--- config.mk ---
export PLATFORM = sky130hd
export DESIGN_NAME = multi_chan_data_cnt
export DESIGN_NICKNAME = d
export VERILOG_FILES = /design/src/rtl/multi_chan_data_cnt_pkg.sv /design/src/rtl/next_chan_sel.sv /design/src/rtl/multi_chan_data_cnt.sv
export SDC_FILE = /design/constraint.sdc
export NUM_CORES = 1
export LEC_CHECK = 0
export CORE_MARGIN = 2
export CORE_UTILIZATION = 52
export CTS_CLUSTER_DIAMETER = 50
export DETAILED_ROUTE_END_ITERATION = 7
export GPL_TIMING_DRIVEN = 0
export PLACE_DENSITY = 0.8
export SYNTH_ARGS = -nofsm -noshare
export SYNTH_HDL_FRONTEND = slang
export SYNTH_SLANG_ARGS = --single-unit
--- constraint.sdc ---
create_clock -name clk20 -period 3.8 [get_ports clk20]
set_input_delay 1.14 -clock clk20 [delete_from_list [all_inputs] [get_ports clk20]]
set_output_delay 1.14 -clock clk20 [all_outputs]
set_load 0.05 [all_outputs]
--- src/rtl/multi_chan_data_cnt_pkg.sv ---
// multi_chan_data_cnt_pkg: shared state encoding and length-field helper
package multi_chan_data_cnt_pkg;
  localparam int ST_W = 2;
  localparam int MAX_VEC = 256;
  localparam int MAX_LEN_W = 16;
  typedef enum logic [ST_W-1:0] {IDLE, ARM, RUN, DONE} state_e;
  function automatic logic [MAX_LEN_W-1:0] len_slice(input logic [MAX_VEC-1:0] v, input int c, input int w);
    return MAX_LEN_W'(v >> (c * w));
  endfunction
endpackage

--- src/rtl/next_chan_sel.sv ---
// next_chan_sel: lowest active channel at or above a start index
module next_chan_sel #(
  parameter int NUM_CHAN = 4,
  parameter int CH_W = 2
) (
  input  logic [NUM_CHAN-1:0] mask_i,
  input  logic [CH_W-1:0]     start_i,
  input  logic                incl_i,
  output logic [CH_W-1:0]     nxt_idx_o,
  output logic                nxt_vld_o
);
  // descending scan so the lowest qualifying index is the one left standing
  always_comb begin
    nxt_idx_o = '0;
    nxt_vld_o = 1'b0;
    for (int i = NUM_CHAN - 1; i >= 0; i--)
      if (mask_i[i] && (CH_W'(i) > start_i || (incl_i && CH_W'(i) == start_i))) begin
        nxt_idx_o = CH_W'(i);
        nxt_vld_o = 1'b1;
      end
  end
endmodule

--- src/rtl/multi_chan_data_cnt.sv ---
// multi_chan_data_cnt: frame-synchronous per-channel word counter
module multi_chan_data_cnt
  import multi_chan_data_cnt_pkg::*;
#(
  parameter int CNT_W = 8,
  parameter int NUM_CHAN = 4,
  parameter int CH_W = 2
) (
  input  logic                      clk20,
  input  logic                      res_n,
  input  logic                      sync_n,
  input  logic [NUM_CHAN*CNT_W-1:0] words_num,
  input  logic [NUM_CHAN-1:0]       chan_en,
  input  logic                      word_stb,
  output logic [CNT_W-1:0]          data_count,
  output logic [CH_W-1:0]           chan_idx,
  output logic                      data_valid,
  output logic                      chan_cmpl,
  output logic [CH_W-1:0]           cmpl_idx,
  output logic                      frame_cmpl,
  output logic                      sync_err
);
  state_e                    state_q, state_d;
  logic [CNT_W-1:0]          cnt_q, cnt_d, cur_len;
  logic [CH_W-1:0]           idx_q, idx_d, cmpl_idx_q, cmpl_idx_d, sel_start, nxt_idx;
  logic                      cmpl_q, cmpl_d, err_q, err_d, nxt_vld, last, sel_incl;
  logic [NUM_CHAN*CNT_W-1:0] words_q, words_d;
  logic [NUM_CHAN-1:0]       en_q, en_d, act_in, act_lat, sel_mask;

  function automatic logic [CNT_W-1:0] len_of(input logic [NUM_CHAN*CNT_W-1:0] v, input int c);
    return CNT_W'(len_slice(MAX_VEC'(v), c, CNT_W));
  endfunction

  // active = enabled and non-zero length; live inputs for ARM exit, latched copy during RUN
  always_comb begin
    act_in = '0;
    act_lat = '0;
    for (int c = 0; c < NUM_CHAN; c++) begin
      act_in[c] = chan_en[c] && (len_of(words_num, c) != '0);
      act_lat[c] = en_q[c] && (len_of(words_q, c) != '0);
    end
  end

  assign cur_len = len_of(words_q, int'(idx_q));
  assign last = cnt_q == cur_len - CNT_W'(1);
  assign sel_mask = state_q == ARM ? act_in : act_lat;
  assign sel_start = state_q == ARM ? '0 : idx_q;
  assign sel_incl = state_q == ARM;

  next_chan_sel #(.NUM_CHAN(NUM_CHAN), .CH_W(CH_W)) u_sel (
    .mask_i(sel_mask), .start_i(sel_start), .incl_i(sel_incl),
    .nxt_idx_o(nxt_idx), .nxt_vld_o(nxt_vld)
  );

  // sync overrides everything; ARM exit latches the frame setup; RUN counts and advances
  always_comb begin
    state_d = state_q;
    cnt_d = cnt_q;
    idx_d = idx_q;
    words_d = words_q;
    en_d = en_q;
    cmpl_d = 1'b0;
    cmpl_idx_d = cmpl_idx_q;
    err_d = 1'b0;
    if (!sync_n) begin
      state_d = ARM;
      cnt_d = '0;
      idx_d = '0;
      err_d = state_q == RUN;
    end else if (state_q == ARM) begin
      words_d = words_num;
      en_d = chan_en;
      idx_d = nxt_vld ? nxt_idx : '0;
      state_d = nxt_vld ? RUN : DONE;
    end else if (state_q == RUN && word_stb) begin
      cnt_d = last ? '0 : cnt_q + CNT_W'(1);
      cmpl_d = last;
      cmpl_idx_d = last ? idx_q : cmpl_idx_q;
      idx_d = last && nxt_vld ? nxt_idx : idx_q;
      state_d = last && !nxt_vld ? DONE : RUN;
    end
  end

  // state and pulse registers with synchronous active-low reset
  always_ff @(posedge clk20) begin
    if (!res_n) begin
      state_q <= IDLE;
      cnt_q <= '0;
      idx_q <= '0;
      words_q <= '0;
      en_q <= '0;
      cmpl_q <= 1'b0;
      cmpl_idx_q <= '0;
      err_q <= 1'b0;
    end else begin
      state_q <= state_d;
      cnt_q <= cnt_d;
      idx_q <= idx_d;
      words_q <= words_d;
      en_q <= en_d;
      cmpl_q <= cmpl_d;
      cmpl_idx_q <= cmpl_idx_d;
      err_q <= err_d;
    end
  end

  assign data_count = cnt_q;
  assign chan_idx = idx_q;
  assign chan_cmpl = cmpl_q;
  assign cmpl_idx = cmpl_idx_q;
  assign sync_err = err_q;
  assign data_valid = state_q == RUN && word_stb;
  assign frame_cmpl = (state_q == IDLE || state_q == DONE) && sync_n;
endmodule
==> results of run 1 <==
## power by group
| part | switching [mW] | internal [mW] |
|---|---|---|
| clock | 0.193 | 0.199 |
| combinational | 0.155 | 0.133 |
| sequential | 0.0263 | 0.572 |
| total | 0.374 | 0.903 |
## area by class of cell
| cell class | instances | area [um2] | area share (%) |
|---|---|---|---|
| Clock inverter | 3 | 46.3 | 1.31 |
| Sequential cell | 52 | 1040 | 29.5 |
| Tap cell | 70 | 87.6 | 2.48 |
| Clock buffer | 5 | 68.8 | 1.95 |
| Buffer | 18 | 82.6 | 2.34 |
| Multi-Input combinational cell | 248 | 1630 | 46.3 |
| Timing Repair Buffer | 53 | 529 | 15.0 |
| Inverter | 11 | 41.3 | 1.17 |
## Yosys cell counts
cell       instances
nand2_1           95
dfxtp_1           52
a21boi_0          36
clkbuf_1          16
nor4_1            14
inv_1             11
nor2_1            11
xnor2_1           11
mux4_2             8
mux2i_1            7
nand3_1            6
xor2_1             6
a21oi_1            5
ha_1               5
o21ai_0            5
or4_1              4
a31oi_1            3
and2_1             3
nor3_1             3
a211oi_1           2
buf_6              2
nand4_1            2
nor2b_1            2
a2111oi_0          1
a221oi_1           1
a41oi_2            1
nand2b_1           1
nand4_4            1
nand4b_1           1
nor3_2             1
o211a_1            1
o211ai_1           1
o21ai_1            1
o22ai_1            1
o31a_1             1
o31ai_1            1
o31ai_4            1
o41ai_2            1
or2_2              1
or3_1              1
or3_4              1
or4_4              1
xnor2_2            1
## path summary, 6_finish.rpt
path,from,to,slack (ps),cells past startpoint
max,word_stb,data_valid,250,4
min,cmpl_idx[0]$_SDFFE_PN0P_,cmpl_idx[0]$_SDFFE_PN0P_,470,2
max reg2reg,chan_idx[1]$_SDFFE_PN0P_,chan_idx[0]$_SDFFE_PN0P_,540,8
min reg2reg,cmpl_idx[0]$_SDFFE_PN0P_,cmpl_idx[0]$_SDFFE_PN0P_,470,2
## per-stage QoR
step | setup TNS (ps) | setup WS, ps
after floorplan | 0 | 521
after global placement | -28.9 | -28.9
after detailed placement | -22.2 | -22.2
after CTS | 0 | 249
after global routing | 0 | 192
final | 0 | 248
## flip-flops by register name (all words and copies together), names as in the netlist
name        count
words_q        32
en_q            4
state_q         2
chan_cmpl       1
cmpl_idx        2
chan_idx        2
data_count      8
sync_err        1
## critical path, delay by kind of cell
kind	cells	cell delay, ps
buffers and inverters	3	1130
AND/OR/NAND/NOR	1	140
## routing by layer
layer  vias up  global-route usage [%]
li1       1264                       -
met1      1216                    30.1
met2        76                    43.7
met3        10                    4.77
met4         0                    6.61
met5         -                       0
## logic make-up after synthesis
group | share of synthesized area (%)
multiplexers | 8.94
buffers and inverters | 4.43
adder cells (fa/ha/maj) | 2.24
XOR/XNOR | 5.90
AO/OA/AOI/OAI | 16.8
flip-flops | 37.2
AND/OR/NAND/NOR | 24.5
## repair_timing
| item | 4_1_cts | 5_1_grt |
|---|---|---|
| setup endpoints to repair | 1 | 0 |
| gates resized for setup | 1 | 0 |
| hold endpoints to repair | 0 | 0 |
==> results.toml, run 1 <==
[worst_setup_path]
crit_path_max_incr_delay_ps = 540
startpoint_type = "primary input"
crit_slowest_cell = "dlygate4sd2_1"
timing.critical_path.required_ps = 2660
crit_path_end_kind = "primary output"
cp_cell_sequence = "clkdlybuf4s50_1 > nand2_1 > inv_1 > dlygate4sd2_1"
crit_arrival_ps = 2410
critical_path_peak_fanout = 6
worst-setup-path-type = "in -> out"

[die]
initial_core_util_pct = 54.5
die-area_um2 = 5990
design.core.area_um2 = 5140
die_width_um = 77.4
die_h_um = 77.4
rows = 26
io-pin-count = 56

[cts]
cts_made_buffers = 5
clockRootBuffer = "clkbuf_8"
postCtsHoldBufs = 0
ctsHtreeMaxLevel = 2
clock_sinks = 52
path_clk_slew_ps = 90
max-clock-path-buffers = 2
post_cts_setup_buffers = 0
tritoncts = "yes"
worstSkewPairLatency_ps = 310

[synth]
synth_seq_area_share_pct = 37.2
synth_top_cell_by_area = "dfxtp_1"
synthesis.area_um2 = 2800
synthesis.area_per_instance_um2 = 8.51
syn-instance-count = 329
synth.net_count = 374
yosys-top-cells-area = "dfxtp_1 37%, nand2_1 13%, a21boi_0 9.7%, mux4_2 6.4%, xnor2_1 3.4%"
ys_warn_count = 0
synth_cell_types = 43
yosysTopAreaCellShare_pct = 37.2
postSynthRegisterBits = 52

[timing]
tightest_slew_ps = 645
hold_viol_final = 0
finalSetupViolCount = 0
final_min_period_over_clock_period_pct = 93.5
post-route-min-period_ps = 3550
drv_slew = 0
final.hold.worst_slack_ps = 468
grt_setup_unrepaired = "false"
timing.max_slew.rel_slack_pct = 55.9
timing.clock.skew_ps = 8.91
timing.fmax_mhz = 282

[cells_and_area]
post_layout_nonfiller_instances = 460
mostFrequentLayoutCells = "95 x nand2_1, 52 x dfxtp_1, 52 x clkdlybuf4s50_1"
nNetsFinal = 434
final_layout_size_suffix_gt1_share_pct = 6.92
layout.cell_area.non_filler_um2 = 3530
num-fill-cells = 469
final_core_util_pct = 68.7
antennaDiodeCount = 0
synthToLayoutAreaGrowth_pct = 26.2
final_common_cell = "nand2_1"

[detailed_routing]
routed_wl_um = 6910
via_count = 2566
antenna_left = 0
detail_route.drc_violations = 0
met2WireLength_um = 3470
wire_per_inst_um = 15.0
met1_length_um = 3000
dr_vias_cell = 5.58
routed.top_layer = "met4"
detailroute.wirelength.met3_um = 349
dr.pass1.iters = 4
initialDrtViolationCount = 162

[global_routing]
grt_overflow_total = 0
grt_first_pass_wirelength_um = 11800
grt_max_degree = 18
number_of_antenna_violations_at_the_first_check_in_global_routing = 0
grtUsageTotal_pct = 24.5
grt_pass1_vias = 2460

[power_and_ir_drop]
worst_ir_drop_vdd_mv = 0.217
totalPowerFinal_mw = 1.28
cell_area_power_density_nw_per_um2 = 362
power_leakage_nw = 1.17

[place]
place.port_buffers = 53
gp_routability_congestion = 0.884
dpl.hpwl_um = 5460
numPlacedInstances = 452
placement.cell_area_um2 = 3420

[worst_hold_path]
hold_path_class = "reg -> reg"

[flow_run]
max_cap_viol_count = 0

[outcome]
status = "complete, no violations"
(Power assumes the default switching activity.)
==> run 2: changes to the inputs <==
Settings changed: CORE_ASPECT_RATIO set to 1.75.
==> run 2 against run 1 <==
Compared with the run above:
- routed wire length increased by 0.59%
- setup slack improved by 0.63 ps
- global-route usage increased by 1.1 points
- fmax about the same
- register-to-register slack improved by 90 ps
- critical path type unchanged
- largest cell class unchanged
==> results.toml, run 2 (synthesized netlist as in run 1, its figures left out) <==
[cts]
cts_made_buffers = 5
path_clk_slew_ps = 90
postCtsHoldBufs = 0
clock_sinks = 52
clockRootBuffer = "clkbuf_8"
tritoncts = "yes"
ctsHtreeMaxLevel = 2
worstSkewPairLatency_ps = 300
max-clock-path-buffers = 2

[cells_and_area]
nNetsFinal = 434
num-fill-cells = 454
largest_register = "words_q"
mostFrequentLayoutCells = "95 x nand2_1, 52 x dfxtp_1, 52 x clkdlybuf4s50_1"
layout.area.seq_um2 = 1040
largest_register_ffs = 32
synthToLayoutAreaGrowth_pct = 24.1
final_common_cell = "nand2_1"
final_core_util_pct = 66.7
multiInputGateArea_um2 = 1630
layout.cell_area.non_filler_um2 = 3470
final_layout_size_suffix_gt1_share_pct = 6.43
post_layout_nonfiller_instances = 444
antennaDiodeCount = 0

[worst_setup_path]
worst-setup-path-type = "in -> out"
cp_cell_sequence = "clkdlybuf4s50_1 > nand2_1 > inv_1 > dlygate4sd2_1"
buffers_plus_inverters_on_the_worst_setup_path = 3
critical_path.top_delay_family = "buffers and inverters"
crit_arrival_ps = 2410
crit_path_max_incr_delay_ps = 530
startpoint_type = "primary input"
critical_path_peak_fanout = 6
reg2reg_slack_ps = 630
crit_slowest_cell = "dlygate4sd2_1"
timing.critical_path.required_ps = 2660
crit_path_end_kind = "primary output"

[detailed_routing]
dr_vias_cell = 5.75
routed_wl_um = 6950
antenna_left = 0
detail_route.drc_violations = 0
dr.pass1.iters = 4
via_count = 2555
wire_per_inst_um = 15.7
initialDrtViolationCount = 52

[global_routing]
grtUsageTotal_pct = 25.6
number_of_antenna_violations_at_the_first_check_in_global_routing = 0
grt_overflow_total = 0
grt_first_pass_wirelength_um = 11600
grt_max_degree = 15
grt_pass1_vias = 2520

[die]
rows = 35
design.core.area_um2 = 5210
die_h_um = 101
initial_core_util_pct = 53.7
die_width_um = 59.5
io-pin-count = 56
die-area_um2 = 6010

[power_and_ir_drop]
worst_ir_drop_vdd_mv = 0.219
cell_area_power_density_nw_per_um2 = 340
power_leakage_nw = 1.16
totalPowerFinal_mw = 1.18

[place]
placement.setup.worst_slack_ps = -28.1
dpl.hpwl_um = 5740
numPlacedInstances = 437
place.port_buffers = 53
gp_routability_congestion = 0.884
placement.cell_area_um2 = 3400

[timing]
finalSetupViolCount = 0
timing.fmax_mhz = 282
final.hold.worst_slack_ps = 473
timing.max_slew.rel_slack_pct = 42.0
tightest_slew_ps = 848
timing.setup.tns_ps = 0
final_min_period_over_clock_period_pct = 93.5
drv_slew = 0
hold_viol_final = 0
grt_setup_unrepaired = "false"
timing.clock.skew_ps = 8.22
post-route-min-period_ps = 3550
final_critical_path_setup_slack_ps = 248

[flow_run]
max_cap_viol_count = 0

[worst_hold_path]
hold_path_class = "reg -> reg"

[outcome]
status = "complete, no violations"
-- run 2: cell count changes in the layout (fill, tap and decap cells not counted) --
cell / change
bufinv_16: -1
clkbuf_1: +1
clkinv_2: +1
clkinvlp_4: -1
inv_6: -1
-- run 2: cell type report --
type / instances / area share, %
tap: 55 / 1.98
inverter: 11 / 1.19
clock buffer: 6 / 2.09
multi-input combinational: 248 / 47.0
sequential: 52 / 30.0
buffer: 18 / 2.38
timing repair buffer: 53 / 15.2
clock inverter: 1 / 0.144
-- run 2: layer usage --
metal / up-vias / part of all wire (%) / global-route usage, %
li1: 1264 / - / -
met1: 1214 / 37 / 26.7
met2: 63 / 56 / 48.1
met3: 14 / 3.0 / 3.08
met4: 0 / 3.4 / 12.1
met5: - / 0 / 0
-- run 2: timing repair --
| item | CTS | global route |
|---|---|---|
| endpoints found under the hold margin | 0 | 0 |
| setup buffers | 0 | 0 |
| endpoints found under the setup margin | 1 | 0 |
| gates resized for setup | 1 | 0 |
-- run 2: worst paths after layout --
check,start,to,cells past startpoint
max,word_stb,data_valid,4
min,en_q[1]$_SDFFE_PN0P_,en_q[1]$_SDFFE_PN0P_,2
max reg2reg,chan_idx[1]$_SDFFE_PN0P_,chan_idx[0]$_SDFFE_PN0P_,8
min reg2reg,en_q[1]$_SDFFE_PN0P_,en_q[1]$_SDFFE_PN0P_,2
-- run 2: tightest hold or removal path, delay by kind of cell (launching register included) --
| kind | cells | cell delay [ps] |
|---|---|---|
| flip-flops | 1 | 320 |
| AND/OR/NAND/NOR | 1 | 40 |
| AO/OA/AOI/OAI | 1 | 70 |
-- run 2: power by group --
group          internal [mW]  switching, mW  leakage [nW]
logic                  0.133          0.152         0.692
clock network          0.126          0.174        0.0410
registers              0.572         0.0261         0.423
